$ cat config.mk
export PLATFORM = sky130hd
export DESIGN_NAME = seq_bit_serializer
export DESIGN_NICKNAME = d
export VERILOG_FILES = /design/src/rtl/seq_bit_serializer_pkg.sv /design/src/rtl/seq_bit_serializer.sv
export SDC_FILE = /design/constraint.sdc
export NUM_CORES = 1
export LEC_CHECK = 0
export CAP_MARGIN = 20
export CORE_MARGIN = 2
export CORE_UTILIZATION = 51
export DETAILED_ROUTE_END_ITERATION = 16
export HOLD_SLACK_MARGIN = 0.1
export MAX_ROUTING_LAYER = met4
export PLACE_DENSITY = 0.77
export SYNTH_ARGS = -nofsm -noshare
export SYNTH_HDL_FRONTEND = slang
export SYNTH_SLANG_ARGS = --single-unit
$ cat constraint.sdc
create_clock -name clk -period 1.8 [get_ports clk]
set_input_delay 0.27 -clock clk [delete_from_list [all_inputs] [get_ports clk]]
set_output_delay 0.27 -clock clk [all_outputs]
set_load 0.005 [all_outputs]
$ cat src/rtl/seq_bit_serializer_pkg.sv
// seq_bit_serializer_pkg: shared state encoding and default parameters for the serializer
package seq_bit_serializer_pkg;
  typedef enum logic {IDLE, SHIFT} state_t;
  localparam int DEF_WIDTH = 8;
  localparam bit DEF_IDLE_BIT = 1'b0;
endpackage

$ cat src/rtl/seq_bit_serializer.sv
// seq_bit_serializer: parallel-to-serial feeder with a one-word holding register for gapless streaming
module seq_bit_serializer
  import seq_bit_serializer_pkg::*;
#(
  parameter int WIDTH = DEF_WIDTH,
  parameter bit MSB_FIRST = 1'b1,
  parameter bit IDLE_BIT = DEF_IDLE_BIT
) (
  input  logic             clk,
  input  logic             rst,
  input  logic [WIDTH-1:0] load_data,
  input  logic             load_valid,
  output logic             load_ready,
  output logic             x_out,
  output logic             x_valid,
  output logic             frame_start,
  output logic             frame_done,
  output logic             busy
);
  localparam int KW = $clog2(WIDTH);
  state_t state, state_n;
  logic [KW-1:0] k;
  logic [WIDTH-1:0] shreg, hold;
  logic hold_full, acc, last;
  assign load_ready = ~hold_full & ~rst;
  assign acc = load_valid & load_ready;
  assign last = (state == SHIFT) && (k == KW'(WIDTH-1));
  always_comb begin
    state_n = (state == IDLE) ? (acc ? SHIFT : IDLE) : ((last & ~hold_full & ~acc) ? IDLE : SHIFT);
    x_valid = (state == SHIFT);
    x_out = x_valid ? (MSB_FIRST ? shreg[WIDTH-1] : shreg[0]) : IDLE_BIT;
    frame_start = x_valid && (k == '0);
    frame_done = last;
    busy = x_valid | hold_full;
  end
  // A word ending with the holding register empty can be replaced at the same edge, so no gap bit appears
  always_ff @(posedge clk) begin
    if (rst) begin
      state <= IDLE;
      k <= '0;
      shreg <= '0;
      hold <= '0;
      hold_full <= 1'b0;
    end else begin
      state <= state_n;
      if (state == IDLE || last) begin
        k <= '0;
        if (last && hold_full) begin
          shreg <= hold;
          hold_full <= 1'b0;
        end else if (acc) shreg <= load_data;
      end else begin
        k <= k + 1'b1;
        shreg <= MSB_FIRST ? shreg << 1 : shreg >> 1;
        if (acc) begin
          hold <= load_data;
          hold_full <= 1'b1;
        end
      end
    end
  end
endmodule

==> results of run 1 <==
-- stage by stage --
| step | area [sq um] | hold slack (ps) | util [%] | setup WS (ps) | std cells |
|---|---|---|---|---|---|
| 2_1_floorplan | 1060 | 414 | - | 356 | 119 |
| 3_3_place_gp | 1220 | 434 | 62.2 | 183 | 159 |
| 3_5_place_dp | 1220 | 442 | 62.2 | 158 | 159 |
| 4_1_cts | 1260 | 459 | 64.2 | 16.6 | 164 |
| 5_1_grt | 1260 | 481 | 64.2 | 12.7 | 164 |
| 6_report | 1260 | 461 | 64.2 | 74.7 | 164 |
-- cells by family after synthesis --
group	Yosys count	share of synthesized area (%)
compound gates	26	16.2
fa+ha+maj	3	3.54
buf+inv	12	8.49
flops	21	39.6
mux	8	7.55
simple gates	49	24.6
-- area by class of cell --
class,count,area share (%)
flip-flops and latches,21,33.8
inverters,3,0.894
well taps,27,2.68
clock buffers,4,2.09
repair buffers,23,16.7
multi-input cells,86,43.9
-- worst paths after layout --
check                                end     start  depth (start not counted)
worst min-delay path            shreg[3]  shreg[3]                          2
worst min register to register  shreg[3]  shreg[3]                          2
worst max-delay path               x_out   x_valid                          2
worst max register to register  shreg[7]      k[0]                          7
-- cells in the mapped netlist (all sizes together) --
| cell type | number | area share, % |
|---|---|---|
| o21ai | 8 | 3.8 |
| or2 | 1 | 0.59 |
| nor3b | 2 | 1.9 |
| buf | 6 | 6.4 |
| nor2 | 12 | 4.5 |
| ha | 3 | 3.5 |
| nand3b | 7 | 5.0 |
| nor2b | 1 | 0.59 |
| and3 | 1 | 0.59 |
| a22o | 7 | 5.8 |
| nand2 | 17 | 6.3 |
| nand4 | 1 | 0.59 |
| dfxtp | 21 | 40 |
| inv | 3 | 1.1 |
| a41oi | 1 | 0.83 |
| nor3 | 1 | 0.47 |
| a21oi | 10 | 5.8 |
| mux2i | 8 | 7.5 |
| nand2b | 2 | 1.9 |
| and2 | 4 | 2.4 |
| clkbuf | 3 | 1.1 |
-- per-layer routing --
metal  share of wire [%]  track usage, %  vias to the layer above
li1                    -               -                      441
met1                  47            23.8                      406
met2                  49            31.8                       12
met3                 2.8            3.64                        4
met4                 1.3            8.33                        0
met5                   0               -                        -
-- sequential cells by signal, indices dropped and copies added (netlist names) --
signal / cells
k: 3
hold: 8
x_valid: 1
shreg: 8
hold_full: 1
-- power groups by stage --
stage | sequential [W] | combinational, W | clock [W]
final | 0.000511 | 0.000152 | 0.000230
after global routing | 0.000514 | 0.000166 | 0.000260
after CTS | 0.000510 | 0.000153 | 0.000244
after detailed placement | 0.000520 | 0.000151 | 0
after global placement | 0.000519 | 0.000149 | 0
after floorplan | 0.000510 | 0.000100 | 0
-- worst max-delay path, delay by kind of cell, from the launching register on --
kind                   cells  cell delay [ps]
DFF                        1              500
and+or+nand+nor            1              160
buffers and inverters      1              490
-- what timing repair did --
| item | CTS | global route |
|---|---|---|
| setup endpoints to repair | 5 | 1 |
| buffers inserted | 1 | 0 |
| resized for setup | 6 | 1 |
==> results by stage, run 1 <==
Power:
- The combinational cell fraction of total power is about 17%.
- For this design the static power due to leakage is about 0.54 nW.
- The net switching power of the design is ~0.00023 W.
- The internal power of the cells is between 0.0006 and 0.0007 W.
- The total power divided by cell area is 708 nW/um^2.
- The switching share of power is between 20% and 30%.
- The proportion of power drawn by flip-flops and latches is between 50% and 60%.
- The total power consumption of the routed design is 0.000892 W.
- IR analysis of the VDD net gives a maximum drop of 0.000416 V.
- The fraction of power consumed by the clock network is around a quarter.

Timing:
- For the pin with the worst max-slew slack, the measured transition is around 260 ps.
- The count of endpoints failing hold in the final timing report came to 0.
- Adding up every negative setup slack in the final design gives 0 ps.
- The count of final max-slew check failures was 0.
- The largest clock skew in the final design is ~3.8 ps.
- Headroom to the max-slew limit came out at 82.6%.
- Setup repair after global routing left no endpoint under its margin.
- The clock period minus worst slack is 1730 ps.
- The top achievable clock speed is between 0.5 and 0.6 GHz.
- Setup violations remaining at the end of the flow were counted as 0.
- The period utilization is 95.9%.

Clock tree:
- Clock-pin slew was measured on the worst setup and hold paths at about 120 ps.
- The deepest level of the CTS H-tree is 1.
- Counting the buffers created by CTS gives 3.
- TritonCTS built the clock tree.
- The maximum buffer depth of the clock tree is 2.
- The quantity of hold-fixing buffers added after cts is 0.
- The buffer type at the clock tree root is sky130_fd_sc_hd__clkbuf_4.
- CTS saw 21 sinks.
- The insertion delay of the later-clocked pin in the worst-skew pair is 310 ps.

Logic synthesis:
- Dividing the synthesized area by the synthesized cell count gives 8.92 sq um.
- Synthesis handed over a netlist of approximately 120 instances.
- The mapped netlist covers approximately 1100 sq um.
- After synthesis the netlist holds a flip-flop and latch count of 21.
- The number of warnings reported in the yosys synthesis log is 0.
- The number of unique standard cell types used by synthesis is 29.
- The number of nets produced by synthesis is 133.
- The portion of the post-synthesis area used by sequential elements is around 40%.

Detailed routing:
- Summed over all layers, the routed wires come to roughly 2100 um.
- After detailed routing, the number of vias per cell comes to 5.26.
- The wire length per cell after detailed routing is between 10 and 15 um.
- For this run, design rule violations remaining after detail routing come to 0.
- The first-pass iteration count of the detailed router is 4.
- The total number of vias is approximately 860.
- In this run the remaining antenna-violating nets after routing total 0.
- The number of violations reported at the end of detailed-routing iteration 0 is 9.

Critical path:
- On the worst path, the slowest cell contributes a delay of around 500 ps.
- At the worst endpoint, the arrival time is 1460 ps.
- For this design, the slowest cell found on the critical path is sky130_fd_sc_hd__dfxtp_2.
- Data on the critical path is required at its endpoint by 1530 ps.
- The critical path goes through and2_1 > clkdlybuf4s50_1.
- The worst setup path is launched from a flop.
- The register-to-register setup slack is 250 ps.
- The endpoint class of the critical path is an output pin.
- Of all nets on the critical path, the largest fanout is 14.
- By startpoint and endpoint, the worst setup path is classified as reg -> out.

Die:
- The placeable core region is slightly below 2000 sq um.
- The number of rows in the core area is 16.
- The effective utilization at floorplan is between 50% and 60%.
- From bottom edge to top edge, the die measures 49.6 um.
- Pin placement for this block handled 17 I/O pins.
- The die outline area is around 2500 sq um.
- The horizontal die dimension is between 40 and 50 um.

Place:
- Port buffering added 16 buffers.
- The HPWL after detailed placement is 1430 um.
- Routability-driven placement finished with a final weighted congestion of about 0.75.

Finish:
- The filler cells instantiated in the layout total 199.
- The area overhead of the layout relative to synthesis is 18.8%.
- The repair_antennas step left the layout with diodes totalling 0.
- The commonest non-fill, non-tap cell in the layout is sky130_fd_sc_hd__dfxtp_1.
- The multi-input combinational cells in the finished layout cover a total of roughly 550 sq um.
- The sequential cells in the finished layout cover a total of around 430 sq um.
- In the layout the commonest cells are 17 x sky130_fd_sc_hd__dfxtp_1, 16 x sky130_fd_sc_hd__nand2_1, 14 x sky130_fd_sc_hd__clkdlybuf4s50_1.
- The share of layout cells above drive strength 1 is 14.6%.
- The layout net count is ~150.

Global routing:
- The total overflow left after global routing is 0.
- The initial antenna violation count is 0.
- The maximum number of pins on one net before global-route repair is 21.
- The total global routing track utilization is between 10% and 20%.
- The number of global-route vias before repair is roughly 800.
- The first global-routing pass estimated approximately 3600 um of wire.

Hold path:
- The worst hold path belongs to the class reg -> reg.

Status:
- The run finished with clean final reports.

Run:
- The number of max-cap violations is 0.
(Power assumes the default switching activity.)
==> run 2, diff against run 1 <==
--- a/config.mk
+++ b/config.mk
@@ -12,6 +12,8 @@
 export HOLD_SLACK_MARGIN = 0.1
 export MAX_ROUTING_LAYER = met4
 export PLACE_DENSITY = 0.77
+export RECOVER_POWER = 25
+export SLEW_MARGIN = 15
 export SYNTH_ARGS = -nofsm -noshare
 export SYNTH_HDL_FRONTEND = slang
 export SYNTH_SLANG_ARGS = --single-unit
==> results by stage, run 2 (same netlist as run 1, synthesis figures left out) <==
Place:
- The quantity of I/O buffers inserted on ports is 16 (unchanged).
- The final HPWL from detailed placement is 1430 um (unchanged).
- The final estimated routing congestion in global placement is 0.748 (unchanged).
- The cell area after placement was 1220 sq um (unchanged).
- The count of placed standard cells including taps is 159 (unchanged).

Clock tree:
- The insertion delay of the later-clocked pin in the worst-skew pair was 310 ps (about the same).
- The quantity of hold-fixing buffers added after cts is 0 (unchanged).
- The buffer type at the clock tree root is sky130_fd_sc_hd__clkbuf_4.
- The clock slew seen by the registers of the worst setup and hold paths came to 120 ps (about the same).
- The number of clock sinks seen by CTS was 21 (unchanged).
- TritonCTS built the clock tree.
- The TritonCTS buffer count is 3 (unchanged).
- The maximum buffer depth of the clock tree was 2 (unchanged).
- The deepest level of the CTS H-tree is 1 (unchanged).

Timing:
- The relative slew slack was 78.2% (-4.4 points).
- The largest clock skew in the final design is 2.60 ps (-1.21 ps).
- The count of final max-slew check failures is 0 (unchanged).
- The top achievable clock speed is 0.581 GHz (+0.19%).
- Setup repair after global routing left no endpoint under its margin.
- The final-report setup violation count was 0 (unchanged).
- The sum of negative setup slack is 0 ps (unchanged).
- The period utilization is 95.7% (-0.18 points).
- The count of endpoints failing hold in the final timing report is 0 (unchanged).
- The worst hold margin is 461 ps (-0.370 ps).
- The slew of the pin with the lowest slew margin is 327 ps (+66.2 ps).
- The clock period minus worst slack came to 1720 ps (-3.30 ps).

Power:
- The leakage power of the design is 0.541 nW (-0.35%).
- The combinational cell fraction of total power is 17.0% (about the same).
- The net switching power of the design is 0.000232 W (+0.76%).
- The total power consumption of the routed design is 0.000893 W (+0.12%).
- The switching share of power came to 26.0% (+0.16 points).
- The total power divided by cell area was 711 nW/um^2 (+0.42%).
- The maximum ir drop on the vdd rail came to 0.000415 V (-0.20%).
- The internal power of the cells is 0.000661 W (about the same).
- The proportion of power drawn by flip-flops and latches is 57.1% (about the same).
- The fraction of power consumed by the clock network was 25.9% (about the same).

Finish:
- Leaving out fill and tap cells, the most frequent cell in the layout is sky130_fd_sc_hd__dfxtp_1.
- The count of non-filler cells in the finished layout is 164 (unchanged).
- Relative to the synthesized area, the layout overhead comes to 18.4%.
- The layout net count is 152 (unchanged).
- The total of fill cells in the finished design is 201 (+1.0%).
- The share of layout cells above drive strength 1 is 13.9% (-0.73 points).
- The area of all placed cells without fillers is 1260 sq um (-0.30%).
- The largest registers in the layout are hold: 8 flops, shreg: 8 flops, k: 3 flops.
- The number of diodes was 0 (unchanged).
- Leaving out fill and tap cells, the most frequent cells in the layout are 18 x sky130_fd_sc_hd__dfxtp_1, 16 x sky130_fd_sc_hd__nand2_1, 14 x sky130_fd_sc_hd__clkdlybuf4s50_1.

Global routing:
- The number of global-route vias before repair is 816 (unchanged).
- The total global routing track utilization is 19.6% (unchanged).
- The first-pass GRT wire length is 3570 um (unchanged).
- The initial antenna violation count is 0 (unchanged).
- The maximum number of pins on one net before global-route repair is 21 (unchanged).
- The overall overflow remaining after global route is 0 (unchanged).

Critical path:
- The largest individual stage delay along the critical path comes from the cell sky130_fd_sc_hd__dfxtp_2.
- Walking the worst path, the cells encountered are and2_1 > clkdlybuf4s50_1.
- The worst endpoint data arrival time is 1450 ps (about the same).
- The critical path in this run is classified as reg -> out.
- The delay of the slowest critical-path stage is 490 ps (about the same).
- STA classifies the critical path startpoint as a flop.
- The required arrival time at the worst endpoint is 1530 ps (about the same).
- The biggest fanout along the worst timing path is 14 (unchanged).
- STA classifies the critical path endpoint as an output pin.

Status:
- The flow ran to the end, and the final reports show no timing, DRC or antenna violations.

Die:
- The placeable core region is 1960 sq um (unchanged).
- The I/O pin total is 17 (unchanged).
- The die outline area was 2460 sq um (unchanged).
- The number of rows in the core area is 16 (unchanged).
- The die boundary height came to 49.6 um (unchanged).
- The effective utilization at floorplan is 54.1% (unchanged).
- The horizontal die dimension is 49.6 um (unchanged).

Run:
- The number of max-cap violations was 0 (unchanged).

Detailed routing:
- The final routed DRC violation total came to 0 (unchanged).
- The average via count per standard cell is 5.25 (-0.23%).
- The number of violations reported at the end of detailed-routing iteration 0 came to 6 (-3).
- The residual antenna-violating net count after detailed routing is 0 (unchanged).
- The first-pass iteration count of the detailed router is 4 (unchanged).
- The total number of vias is 861 (-0.23%).
- The wire length per cell after detailed routing is 12.9 um (+0.66%).
- The overall routed net length came to 2120 um (+0.66%).

Hold path:
- The kind of path behind the tightest hold check is reg -> reg.
[run 2: cell types whose count changed in the layout (fill, tap and decap cells not counted), sizes merged]
cell / delta
clkbuf: +1
buf: -1
[run 2: worst max-delay path: cells and delay by family, from the launching register on]
| kind | cells | cell delay, ps |
|---|---|---|
| DFF | 1 | 490 |
| buffers and inverters | 1 | 490 |
| and+or+nand+nor | 1 | 160 |
[run 2: layout make-up]
class	count	area, sq um	area share, %
Timing Repair Buffer	23	208	16.5
Tap cell	27	33.8	2.69
Inverter	3	11.3	0.896
Multi-Input combinational cell	86	553	44.0
Sequential cell	21	424	33.8
Clock buffer	4	26.3	2.09
[run 2: power by group through the flow]
| stage | Combinational, W | Sequential, W | Clock (W) |
|---|---|---|---|
| floorplan | 0.000100 | 0.000510 | 0 |
| global placement | 0.000149 | 0.000519 | 0 |
| detailed placement | 0.000151 | 0.000520 | 0 |
| CTS | 0.000153 | 0.000510 | 0.000244 |
| global route | 0.000166 | 0.000514 | 0.000260 |
| finish | 0.000152 | 0.000510 | 0.000231 |
[run 2: what timing repair did]
action / CTS / global route
resized for setup: 6 / 1
setup endpoints to repair: 5 / 1
gates cloned: 0 / 0
buffers inserted: 1 / 0
pin swaps: 0 / 0
[run 2: final timing paths]
check	startpoint	to	slack, ps	depth (start not counted)
worst max register to register	k[0]	shreg[7]	230	7
worst min register to register	shreg[3]	shreg[3]	460	2
worst max-delay path	x_valid	x_out	80	2
worst min-delay path	shreg[3]	shreg[3]	460	2
[run 2: per-stage QoR]
step / setup slack (ps) / util [%]
6_report: 78.0 / 64.0
3_3_place_gp: 183 / 62.2
5_1_grt: 7.28 / 64.0
3_5_place_dp: 158 / 62.2
4_1_cts: 16.6 / 64.2
2_1_floorplan: 356 / -
[run 2: layer usage]
layer	part of all wire, %	GRT usage [%]	vias to the layer above
met5	0	-	-
met4	1.3	8.33	0
met3	2.9	3.64	4
met2	49	31.8	14
met1	47	23.8	402
li1	-	-	441
==> run 3, diff against run 2 <==
--- a/config.mk
+++ b/config.mk
@@ -9,6 +9,7 @@
 export CORE_MARGIN = 2
 export CORE_UTILIZATION = 51
 export DETAILED_ROUTE_END_ITERATION = 16
+export GPL_TIMING_DRIVEN = 0
 export HOLD_SLACK_MARGIN = 0.1
 export MAX_ROUTING_LAYER = met4
 export PLACE_DENSITY = 0.77
==> results by stage, run 3 (same netlist as run 1, synthesis figures left out) <==
Detailed routing:
- The overall routed net length is 2350 um (+11%).
- The residual antenna-violating net count after detailed routing is 0 (unchanged).
- The final routed DRC violation total is 0 (unchanged).
- The wire length per cell after detailed routing is 13.9 um (+7.6%).
- The total number of vias is 948 (+10%).
- The average via count per standard cell was 5.61 (+6.8%).
- The number of violations reported at the end of detailed-routing iteration 0 is 11 (+5).
- The first-pass iteration count of the detailed router is 4 (unchanged).

Clock tree:
- The deepest level of the CTS H-tree is 1 (unchanged).
- The quantity of hold-fixing buffers added after cts was 0 (unchanged).
- The insertion delay of the later-clocked pin in the worst-skew pair is 310 ps (about the same).
- TritonCTS built the clock tree.
- The maximum buffer depth of the clock tree is 2 (unchanged).
- Clock tree synthesis selected as its root buffer the cell sky130_fd_sc_hd__clkbuf_4.
- The clock slew seen by the registers of the worst setup and hold paths came to 120 ps (about the same).
- The number of clock sinks seen by CTS is 21 (unchanged).
- The TritonCTS buffer count is 3 (unchanged).

Die:
- The number of rows in the core area is 16 (unchanged).
- The horizontal die dimension came to 49.6 um (unchanged).
- The die boundary height came to 49.6 um (unchanged).
- The I/O pin total is 17 (unchanged).
- The die outline area was 2460 sq um (unchanged).
- The effective utilization at floorplan is 54.1% (unchanged).
- The placeable core region is 1960 sq um (unchanged).

Finish:
- The count of non-filler cells in the finished layout is 169 (+3.0%).
- The library cell used most frequently in the layout, excluding fill and tap cells, is sky130_fd_sc_hd__dfxtp_1.
- The post-layout utilization of the core was 67.6% (+3.6 points).
- The layout net count is 157 (+3.3%).
- The multi-input combinational cell area is 548 sq um (-0.90%).
- The register area was 423 sq um (-0.29%).
- The library cells used most frequently in the layout, excluding fill and tap cells, are 19 x sky130_fd_sc_hd__dfxtp_1, 16 x sky130_fd_sc_hd__nand2_1, 12 x sky130_fd_sc_hd__clkdlybuf4s50_1.
- The area of all placed cells without fillers is 1330 sq um (+5.6%).
- The number of diodes is 0 (unchanged).
- The area overhead of the layout relative to synthesis is 25.0%.
- In the final layout, the registers with the most flip-flops are hold: 8 flops, shreg: 8 flops, k: 3 flops.
- The total of fill cells in the finished design came to 184 (-8.5%).
- The share of layout cells above drive strength 1 was 16.2% (+2.3 points).

Timing:
- The worst hold margin is 459 ps (-1.95 ps).
- The top achievable clock speed was 0.583 GHz (+0.31%).
- The count of final max-slew check failures is 0 (unchanged).
- Setup repair after global routing left no endpoint under its margin.
- The final-report setup violation count is 0 (unchanged).
- The slew of the pin with the lowest slew margin is 535 ps (+207 ps).
- The largest clock skew in the final design was 4.75 ps (+2.15 ps).
- The relative slew slack is 64.3% (-14 points).
- The count of endpoints failing hold in the final timing report is 0 (unchanged).
- The period utilization is 95.4% (-0.30 points).
- The clock period minus worst slack is 1720 ps (-5.41 ps).

Critical path:
- The endpoint class of the critical path is an output pin.
- The critical path goes through ha_2 > ha_2 > buf_6 > and2_1 > clkdlybuf4s15_1.
- The start-to-end type of the worst setup path is reg -> out.
- The biggest fanout along the worst timing path came to 2 (-12).
- The number of buffer and inverter stages on the critical path is 2 (+1).
- The delay of the slowest critical-path stage is 340 ps (-150 ps).
- The critical path launch point type is a flop.
- The worst endpoint data arrival time is 1450 ps (about the same).
- The library cell appearing most often on the critical path is sky130_fd_sc_hd__ha_2.
- The slowest library cell on the worst path is sky130_fd_sc_hd__dfxtp_2.
- The register-to-register setup slack is 110 ps (-120 ps).
- The required arrival time at the worst endpoint is 1530 ps (about the same).
- Grouping stages by cell kind, the critical path spends the most delay in flip-flops.

Global routing:
- The overall overflow remaining after global route came to 0 (unchanged).
- The initial antenna violation count is 0 (unchanged).
- The number of global-route vias before repair came to 922 (+13%).
- The maximum number of pins on one net before global-route repair was 13 (-38%).
- The first-pass GRT wire length is 4060 um (+14%).
- The total global routing track utilization is 22.2% (+2.6 points).

Place:
- The cell area after placement is 1250 sq um (+2.8%).
- The final HPWL from detailed placement is 1590 um (+12%).
- The final estimated routing congestion in global placement is 0.763 (+2.0%).
- The quantity of I/O buffers inserted on ports is 16 (unchanged).
- The count of placed standard cells including taps was 162 (+1.9%).

Power:
- The total power divided by cell area is 681 nW/um^2 (-4.3%).
- The maximum ir drop on the vdd rail came to 0.000573 V (+38%).
- The leakage power of the design is 0.575 nW (+6.3%).

Run:
- The number of max-cap violations is 0 (unchanged).

Hold path:
- The min-delay analysis places its worst path in the category reg -> reg.

Status:
- The run finished with clean final reports.
-- run 3: cell count changes in the layout (fill, tap and decap cells not counted), sizes merged --
cell | before | now
clkbuf | 5 | 6
clkinv | 0 | 1
clkdlybuf4s50 | 14 | 12
clkdlybuf4s15 | 0 | 1
dlygate4sd2 | 2 | 3
buf | 6 | 9
-- run 3: report_power, final --
part / switching [W] / total, W / internal (W) / leakage (nW)
registers: 0.0000130 / 0.000503 / 0.000490 / 0.173
logic: 0.0000787 / 0.000172 / 0.0000935 / 0.385
clock network: 0.000145 / 0.000228 / 0.0000830 / 0.0177
total: 0.000236 / 0.000903 / 0.000667 / 0.575
-- run 3: final timing paths --
path             from          to  cells past startpoint
min          shreg[4]    shreg[4]                      2
max              k[0]  frame_done                      5
max reg2reg      k[1]    shreg[2]                      8
min reg2reg  shreg[4]    shreg[4]                      2
-- run 3: routing by layer --
metal  track usage [%]  part of all wire, %  up-vias
met5                 -                    0        -
met4              9.72                  2.1        0
met2              37.6                   53       27
li1                  -                    -      460
met3              3.94                  3.8        7
met1              25.8                   41      454
-- run 3: timing repair --
action                                  in CTS  in global routing
gates resized for setup                     12                  3
buffers inserted                             3                  0
endpoints found under the setup margin       4                  7
-- run 3: area by class of cell --
class                           count  share of cell area [%]
Multi-Input combinational cell     86                    41.3
Sequential cell                    21                    31.9
Timing Repair Buffer               19                    13.5
Buffer                              9                    7.83
Tap cell                           27                    2.55
Clock buffer                        3                    1.70
Inverter                            3                   0.849
Clock inverter                      1                   0.377
-- run 3: metrics by stage --
stage	TNS (ps)	worst slack [ps]	total power, W
3_3_place_gp	0	5.04	0.000673
3_5_place_dp	-16.8	-14.9	0.000678
6_report	0	83.4	0.000903
2_1_floorplan	0	356	0.000611
5_1_grt	0	7.98	0.000948
4_1_cts	0	17.6	0.000909
-- run 3: worst reg2reg max path, delay by kind of cell (launching register included) --
kind | cells | cell delay [ps]
AOI/OAI and AO/OA | 2 | 500
adders and majority gates | 2 | 330
buffers and inverters | 2 | 280
DFF | 1 | 350
and+or+nand+nor | 2 | 190
